<file path="src/rtl/ip_extslot_pkg.sv">
// Shared definitions for the MSX expanded-slot controller.
// Covers the response FSM encoding, the subslot register address and the page-to-subslot lookup.
package ip_extslot_pkg;

    localparam logic [1:0] IDLE = 2'd0;
    localparam logic [1:0] WAIT = 2'd1;
    localparam logic [1:0] RESP = 2'd2;

    localparam logic [15:0] EXTSLOT_ADDR = 16'hFFFF;

    // Each 16 KiB page p owns register bits [2p+1:2p].
    function automatic logic [1:0] page_subslot(input logic [7:0] ss_reg, input logic [1:0] page);
        return ss_reg[{page, 1'b0} +: 2];
    endfunction

endpackage

</file>
<file path="src/rtl/ip_extslot_resp.sv">
// Read-response engine: answers register reads directly and waits, with a timeout,
// for the selected subslot on all other reads.
module ip_extslot_resp
    import ip_extslot_pkg::*;
#(
    parameter int unsigned TIMEOUT      = 16,
    parameter logic [7:0]  DEFAULT_DATA = 8'hFF
) (
    input  logic        clk,
    input  logic        reset,
    input  logic        rd_rise_i,
    input  logic        rd_i,
    input  logic        dec_i,
    input  logic        enabled_i,
    input  logic [1:0]  sel_i,
    input  logic [7:0]  reg_data_i,
    input  logic [3:0]  sub_read_ready_i,
    input  logic [31:0] sub_read_data_i,
    output logic        bus_read_ready_o,
    output logic [7:0]  bus_read_data_o
);

    localparam logic [7:0] TIMEOUT_LAST = 8'(TIMEOUT - 1);

    logic [1:0] state_q, state_d;
    logic [1:0] sel_q, sel_d;
    logic [7:0] cnt_q, cnt_d;
    logic [7:0] data_q, data_d;

    always_ff @(posedge clk) begin
        if (reset) begin
            state_q <= IDLE;
            sel_q   <= '0;
            cnt_q   <= '0;
            data_q  <= '0;
        end else begin
            state_q <= state_d;
            sel_q   <= sel_d;
            cnt_q   <= cnt_d;
            data_q  <= data_d;
        end
    end

    always_comb begin
        state_d = state_q;
        sel_d   = sel_q;
        cnt_d   = cnt_q;
        data_d  = data_q;
        case (state_q)
            IDLE: begin
                if (rd_rise_i) begin
                    if (dec_i) begin
                        state_d = RESP;
                        data_d  = reg_data_i;
                    end else if (!enabled_i) begin
                        state_d = RESP;
                        data_d  = DEFAULT_DATA;
                    end else begin
                        state_d = WAIT;
                        sel_d   = sel_i;
                        cnt_d   = '0;
                    end
                end
            end
            WAIT: begin
                // A dropped read strobe wins over a same-cycle ready: the bus has gone away.
                if (!rd_i) begin
                    state_d = IDLE;
                    cnt_d   = '0;
                end else if (sub_read_ready_i[sel_q]) begin
                    state_d = RESP;
                    data_d  = sub_read_data_i[{sel_q, 3'b000} +: 8];
                end else if (cnt_q == TIMEOUT_LAST) begin
                    state_d = RESP;
                    data_d  = DEFAULT_DATA;
                end else begin
                    cnt_d = cnt_q + 8'd1;
                end
            end
            RESP:    state_d = IDLE;
            default: state_d = IDLE;
        endcase
    end

    always_comb begin
        bus_read_ready_o = (state_q == RESP);
        bus_read_data_o  = (state_q == RESP) ? data_q : 8'h00;
    end

endmodule

</file>
<file path="src/rtl/ip_extslot_ex.sv">
// MSX expanded-slot controller: subslot register at FFFFh, per-page strobe routing
// to up to four subslots, and read-response multiplexing back to the bus.
module ip_extslot_ex
    import ip_extslot_pkg::*;
#(
    parameter logic [3:0]  SUBSLOT_MASK = 4'b1111,
    parameter logic [7:0]  RESET_VALUE  = 8'h00,
    parameter bit          READ_INVERT  = 1'b1,
    parameter int unsigned TIMEOUT      = 16,
    parameter logic [7:0]  DEFAULT_DATA = 8'hFF
) (
    input  logic        clk,
    input  logic        reset,
    input  logic        bus_slot_select,
    input  logic [15:0] bus_address,
    input  logic [7:0]  bus_write_data,
    input  logic        bus_memory_read,
    input  logic        bus_memory_write,
    output logic        bus_read_ready,
    output logic [7:0]  bus_read_data,
    output logic [3:0]  sub_memory_read,
    output logic [3:0]  sub_memory_write,
    input  logic [3:0]  sub_read_ready,
    input  logic [31:0] sub_read_data
);

    logic       rd, wr, rd_q, wr_q, rd_rise, wr_rise, dec, enabled;
    logic [1:0] sel;
    logic [7:0] reg_q, reg_data;
    logic [3:0] sub_rd_d, sub_wr_d, sub_rd_q, sub_wr_q;

    // Simultaneous read and write is illegal; the write is dropped.
    assign rd       = bus_memory_read & bus_slot_select;
    assign wr       = bus_memory_write & bus_slot_select & ~rd;
    assign rd_rise  = rd & ~rd_q;
    assign wr_rise  = wr & ~wr_q;
    assign dec      = (bus_address == EXTSLOT_ADDR);
    assign sel      = page_subslot(reg_q, bus_address[15:14]);
    assign enabled  = SUBSLOT_MASK[sel];
    assign reg_data = READ_INVERT ? ~reg_q : reg_q;

    always_comb begin
        sub_rd_d = '0;
        sub_wr_d = '0;
        for (int n = 0; n < 4; n++) begin
            sub_rd_d[n] = rd & ~dec & (sel == 2'(n)) & SUBSLOT_MASK[n];
            sub_wr_d[n] = wr & ~dec & (sel == 2'(n)) & SUBSLOT_MASK[n];
        end
    end

    always_ff @(posedge clk) begin
        if (reset) begin
            rd_q     <= 1'b0;
            wr_q     <= 1'b0;
            reg_q    <= RESET_VALUE;
            sub_rd_q <= '0;
            sub_wr_q <= '0;
        end else begin
            rd_q     <= rd;
            wr_q     <= wr;
            sub_rd_q <= sub_rd_d;
            sub_wr_q <= sub_wr_d;
            if (wr_rise && dec) begin
                reg_q <= bus_write_data;
            end
        end
    end

    assign sub_memory_read  = sub_rd_q;
    assign sub_memory_write = sub_wr_q;

    ip_extslot_resp #(
        .TIMEOUT      (TIMEOUT),
        .DEFAULT_DATA (DEFAULT_DATA)
    ) u_resp (
        .clk              (clk),
        .reset            (reset),
        .rd_rise_i        (rd_rise),
        .rd_i             (rd),
        .dec_i            (dec),
        .enabled_i        (enabled),
        .sel_i            (sel),
        .reg_data_i       (reg_data),
        .sub_read_ready_i (sub_read_ready),
        .sub_read_data_i  (sub_read_data),
        .bus_read_ready_o (bus_read_ready),
        .bus_read_data_o  (bus_read_data)
    );

endmodule
</file>
<file path="config.mk">
export PLATFORM = sky130hd
export DESIGN_NAME = ip_extslot_ex
export DESIGN_NICKNAME = d
export VERILOG_FILES = /design/src/rtl/ip_extslot_pkg.sv /design/src/rtl/ip_extslot_resp.sv /design/src/rtl/ip_extslot_ex.sv
export SDC_FILE = /design/constraint.sdc
export NUM_CORES = 1
export LEC_CHECK = 0
export ABC_AREA = 1
export ABC_CLOCK_PERIOD_IN_PS = 1300
export CAP_MARGIN = 20
export CORE_ASPECT_RATIO = 0.6
export CORE_MARGIN = 8
export CORE_UTILIZATION = 41
export DETAILED_ROUTE_END_ITERATION = 8
export GPL_TIMING_DRIVEN = 0
export PLACE_DENSITY = 0.77
export SLEW_MARGIN = 30
export SYNTH_ARGS = -nofsm -noshare
export SYNTH_HDL_FRONTEND = slang
export SYNTH_SLANG_ARGS = --single-unit
</file>
<file path="constraint.sdc">
create_clock -name clk -period 1.3 [get_ports clk]
set_input_delay 0.195 -clock clk [delete_from_list [all_inputs] [get_ports clk]]
set_output_delay 0.195 -clock clk [all_outputs]
set_load 0.01 [all_outputs]
</file>
==> results of run 1 <==
## cells in the mapped netlist
cell      number  area, sq um
nand2_1      114          428
nor2_1        79          297
dfxtp_1       38          761
inv_1         33          124
o21ai_0       28          140
a21oi_1       27          135
nand3_1       15         75.1
nand2_2        7         43.8
buf_6          4         45.0
clkbuf_1       4         15.0
inv_2          4         15.0
nand3_2        3         30.0
a32oi_1        2         17.5
buf_4          2         15.0
inv_4          2         12.5
nor3_1         2         10.0
buf_2          1         5.00
buf_8          1         15.0
clkbuf_4       1         7.51
ha_1           1         12.5
nand3_4        1         17.5
nor2_2         1         6.26
nor2_4         1         11.3
nor2_8         1         20.0
o21bai_1       1         7.51
## state kept, by name, summed over array words and instances, names as in the netlist
name and cells:
reg_q 8, u_resp.cnt_q 8, u_resp.data_q 8, sub_memory_read 4, sub_memory_write 4, u_resp.sel_q 2
u_resp.state_q 2, rd_q 1, wr_q 1
## layer usage
layer	wire, microns	vias to the layer above	global-route usage (%)
li1	-	1374	-
met1	3360	1180	22.2
met2	3540	85	27.6
met3	582	10	5.00
met4	95	0	5.19
met5	0	-	0
## how the worst max path moves through the flow
| stage | startpoint | end | slack, ns | depth (start not counted) |
|---|---|---|---|---|
| 3_3_place_gp | bus_address[14] | u_resp.data_q[5] | -0.59 | 11 |
| 5_1_grt | u_resp.sel_q[0] | u_resp.cnt_q[6] | -0.26 | 13 |
| 6_report | u_resp.sel_q[0] | u_resp.cnt_q[1] | -0.17 | 13 |
| 4_1_cts | u_resp.sel_q[0] | u_resp.data_q[0] | -0.16 | 13 |
| 3_5_place_dp | bus_address[14] | u_resp.data_q[5] | -0.62 | 11 |
| 2_1_floorplan | u_resp.state_q[0] | u_resp.data_q[0] | -0.08 | 10 |
## cell type report
type                    count  area (sq um)
plain buffers              13           114
clock buffers               5          68.8
clock inverters             2          10.0
fillers                   476          1890
inverters                  39           171
multi-input cells         284          1430
flip-flops and latches     38           769
well taps                  69          86.3
repair buffers             96           923
## worst max-delay path: cells and delay by family (launching register included)
family	cells	cell delay (ns)
buf+inv	4	0.43
flops	1	0.34
simple gates	9	0.64
## report_power, final
group          switching [mW]  leakage, nW  total, mW  internal, mW
logic                   0.299         1.37      0.620         0.321
clock network           0.423       0.0438      0.783         0.360
registers              0.0151        0.310       1.20          1.19
total                   0.737         1.72       2.61          1.87
## stage by stage
step	power, mW	hold WS (ns)	utilization (%)	setup slack [ns]
after floorplan	1.51	0.338	-	-0.0832
after global placement	1.77	0.482	58.3	-0.590
after detailed placement	1.78	0.489	58.3	-0.618
after CTS	2.58	0.256	61.6	-0.162
after global routing	2.75	0.284	65.4	-0.265
final	2.61	0.263	65.4	-0.171
## timing repair
item | 4_1_cts | 5_1_grt
gates resized for setup | 70 | 48
cloned | 3 | 3
pin swaps | 7 | 25
setup endpoints to repair | 52 | 45
buffers inserted | 7 | 4
## cell families after synthesis
kind of cell	count (synthesis)	synth area share [%]
buffers and inverters	52	11.2
flip-flops	38	33.6
AND/OR/NAND/NOR	224	41.4
AO/OA/AOI/OAI	58	13.3
adder cells (fa/ha/maj)	1	0.552
==> flow_summary.yaml, run 1 <==
die:
  num_io_pins: 82
  die_y_microns: 73.6
  coreArea_sq_um: 5470
  die-area_sq_um: 8240
  fp.dieW_microns: 112
  rows: 21
  start_util_pct: 41.5
place:
  dp_hpwl_microns: 5540
  place_inst: 522
  place_area_sq_um: 3190
  gp_congestion: 0.902
  portBuffers: 80
global_routing:
  overflow: 0
  grt_max_degree: 12
  grt_pass1_vias: 2392
  antenna_found_initial: 0
  grt_usage_pct: 17.3
  grt_pass1_wl_microns: 11500
cts:
  clock_sinks: 38
  cts-root-buf: "clkbuf_8"
  path_clk_slew_ns: 0.07
  cts_buffer_depth: 2
  cts_tree: "yes"
  cts_buffers: 5
  cts_max_level: 2
  clkLatencyLatePin_ns: 0.30
  hold_buffers: 0
timing:
  setup_violations: 26
  hold_viol_final: 0
  worst_slack_ns: -0.171
  tightest_slew_ns: 0.485
  rsz0062_at_grt: "yes"
  maxSlewHeadroom_pct: 67.7
  finClkSkew_ns: 0.00479
  setup-tns-final_ns: -3.04
  max_clock_freq_mhz: 680
  period_needed_ns: 1.47
  slew_violations: 0
  post-route-period-util_pct: 113
detailed_routing:
  initialDrtViolationCount: 190
  drtPass1Iterations: 4
  vias: 2649
  drc: 0
  viasPerCell: 4.85
  drt_wl_total_microns: 7570
  ant_nets: 0
  wl_per_cell_microns: 13.9
layout:
  fin_cells: 546
  num-nets-final: 543
  final_area_sq_um: 3580
  antenna_cells: 0
  layout_commonest_cell: "nand2_1"
  drive_gt1_share_pct: 20.3
  final_cell_mix: "nand2_1 (108), nor2_1 (69), clkdlybuf4s50_1 (45)"
  area_growth_syn_to_layout_pct: 57.8
power:
  vdd_drop_max_v: 0.000565
  power.leakage_nw: 1.72
  powerDensity_nw_per_um2: 729
synth:
  ys_ff_latch: 38
  syn_inst: 373
  syn_nets: 439
  ys_types: 25
  syn_area_sq_um: 2270
  yosysSeqAreaShare_pct: 33.6
  avgSynthCellArea_sq_um: 6.07
  yosysWarnings: 0
worst_setup_path:
  ff2ff_setup_slack_ns: -0.17
  path_max_fanout: 5
  slowest_delay_ns: 0.34
  path_class: "register to register"
  cp-start-kind: "register"
  cpMostUsedCell: "nand2_1"
  cp.required_ns: 1.54
  slowest_stage: "dfxtp_2"
  crit_path_end_kind: "register"
  cp_data_arrival_time_ns: 1.71
  path_cells: "buf_6 > inv_4 > buf_6 > nand2_2 > nand3_2 > nand2_4 > nand2_1 > nand2_2 > nand3_4 > buf_4 > nand2_1 > nand2_1 > nor2_1"
  r2r_cells: 13
  reg2reg_to: "u_resp.cnt_q[1]"
  timing.rr.start: "u_resp.sel_q[0]"
min_path:
  holdPathEnd: "reg_q[1]"
  hold_depth: 2
  min_from: "reset"
  hold_class: "input port to register"
status:
  status: "finished with violations"
  violations: "setup timing"
flow_run:
  drv_cap: 0
Power figures use the tool's default switching activity.
==> run 2, diff against run 1 <==
==> constraint.sdc (replaced) <==
create_clock -name clk -period 1.3 [get_ports clk]
set_input_delay 0.26 -clock clk [delete_from_list [all_inputs] [get_ports clk]]
set_output_delay 0.26 -clock clk [all_outputs]
set_load 0.01 [all_outputs]
==> flow_summary.yaml, run 2 (synthesized netlist as in run 1, its figures left out) <==
layout:
  fin_cells: 561
  fillCellCount: 447
  layout_commonest_cell: "nand2_1"
  area_growth_syn_to_layout_pct: 64.8
  final_area_sq_um: 3730
  drive_gt1_share_pct: 26.8
  num-nets-final: 558
  final_util_pct: 68.3
  final_cell_mix: "nand2_1 (100), nor2_1 (61), clkdlybuf4s50_1 (45)"
  reg.largest.list: "reg_q (8), u_resp.cnt_q (8), u_resp.data_q (8)"
  seqCellArea_sq_um: 774
  multi_input_area_sq_um: 1500
  antenna_cells: 0
worst_setup_path:
  reg2reg_to: "u_resp.data_q[5]"
  path_class: "register to register"
  crit_path_end_kind: "register"
  timing.rr.start: "u_resp.sel_q[0]"
  r2r_cells: 11
  cp-start-kind: "register"
  path_max_fanout: 8
  ff2ff_setup_slack_ns: -0.18
  cp_data_arrival_time_ns: 1.68
  cp.required_ns: 1.50
cts:
  cts_tree: "yes"
  cts_buffer_depth: 2
  clkLatencyLatePin_ns: 0.30
  path_clk_slew_ns: 0.07
  clock_sinks: 38
  cts_buffers: 5
  cts_max_level: 2
  cts-root-buf: "clkbuf_8"
die:
  start_util_pct: 41.5
  die_y_microns: 73.6
  die-area_sq_um: 8240
  fp.dieW_microns: 112
  num_io_pins: 82
  rows: 21
  coreArea_sq_um: 5470
global_routing:
  grt_usage_pct: 18.6
  antenna_found_initial: 0
  grt_pass1_vias: 2574
  grt_pass1_wl_microns: 12300
  overflow: 0
  grt_max_degree: 12
min_path:
  hold_depth: 2
  holdPathEnd: "reg_q[2]"
  min_from: "reset"
  hold_class: "input port to register"
detailed_routing:
  ant_nets: 0
  drc: 0
  wl_per_cell_microns: 14.5
  drt_wl_total_microns: 8140
  vias: 2822
  drtPass1Iterations: 5
  viasPerCell: 5.03
  initialDrtViolationCount: 210
timing:
  post-route-period-util_pct: 114
  tightest_slew_ns: 0.581
  hold_viol_final: 0
  rsz0062_at_grt: "yes"
  period_needed_ns: 1.48
  slew_violations: 0
  maxSlewHeadroom_pct: 61.2
  setup_violations: 26
  max_clock_freq_mhz: 678
  worst_slack_ns: -0.176
  finClkSkew_ns: 0.00273
place:
  place_inst: 522
  portBuffers: 80
  gp_congestion: 0.902
  dp_hpwl_microns: 5540
  place_area_sq_um: 3190
power:
  powerDensity_nw_per_um2: 714
  power.leakage_nw: 1.69
  vdd_drop_max_v: 0.000579
status:
  status: "finished with violations"
  violations: "setup timing"
flow_run:
  drv_cap: 0
==> run 2: cell count changes in the layout (fill, tap and decap cells not counted), moves of 7 or more <==
cell	previous run	this run
nor2_1	69	61
nand2_1	108	100
dlygate4sd2_1	9	25
nand2_2	7	17
o21ai_0	24	17
buf_4	9	25
dlymetal6s2s_1	17	0
==> run 2: how the worst max path moves through the flow <==
stage                                 start          endpoint  slack, ns
after global routing      u_resp.state_q[1]  bus_read_data[0]      -0.24
after CTS                   u_resp.sel_q[0]  u_resp.data_q[4]      -0.15
after floorplan           u_resp.state_q[0]  u_resp.data_q[0]      -0.08
final                       u_resp.sel_q[0]  u_resp.data_q[5]      -0.18
after detailed placement    bus_address[14]  u_resp.data_q[5]      -0.68
after global placement      bus_address[14]  u_resp.data_q[5]      -0.65
==> run 2: final cells by class <==
type / count / area share, %
inverters: 39 / 4.46
well taps: 69 / 2.31
plain buffers: 12 / 2.71
flip-flops and latches: 38 / 20.7
clock buffers: 5 / 1.84
repair buffers: 112 / 27.5
multi-input cells: 284 / 40.1
clock inverters: 2 / 0.268
==> run 2: stage by stage <==
| stage | TNS [ns] | power, mW | hold WS (ns) | setup WS, ns |
|---|---|---|---|---|
| 2_1_floorplan | -1.08 | 1.51 | 0.403 | -0.0832 |
| 3_3_place_gp | -22.42 | 1.77 | 0.482 | -0.655 |
| 3_5_place_dp | -24.18 | 1.78 | 0.489 | -0.683 |
| 4_1_cts | -2.75 | 2.62 | 0.321 | -0.152 |
| 5_1_grt | -5.31 | 2.80 | 0.380 | -0.238 |
| 6_report | -3.30 | 2.67 | 0.324 | -0.176 |
==> run 2: what timing repair did <==
item,4_1_cts,5_1_grt
hold buffers,0,0
gates cloned,4,0
setup endpoints to repair,53,45
gates resized for setup,116,37
pin swaps,24,19
buffers inserted,22,7
==> run 2: routing by layer <==
metal  track usage, %  wire length [microns]  up-vias
li1                 -                      -     1406
met1             23.3                   3550     1302
met2             31.0                   3950       96
met3             5.00                    535       18
met4             5.04                    104        0
met5                0                      0        -
==> run 2: power by group <==
group	total [mW]	switching, mW	internal [mW]	leakage (nW)
combinational	0.676	0.324	0.352	1.33
clock	0.783	0.423	0.360	0.0438
sequential	1.21	0.0194	1.19	0.311
==> run 2: worst max-delay path: stages, from the launching register on <==
cell,delay [ns]
dfxtp_4,0.38
inv_4,0.06
buf_6,0.12
nand2_2,0.05
nand3_2,0.05
nand2_2,0.07
buf_6,0.13
buf_12,0.13
o21ai_2,0.15
nand2_1,0.10
nor2_4,0.09
nor2_1,0.05
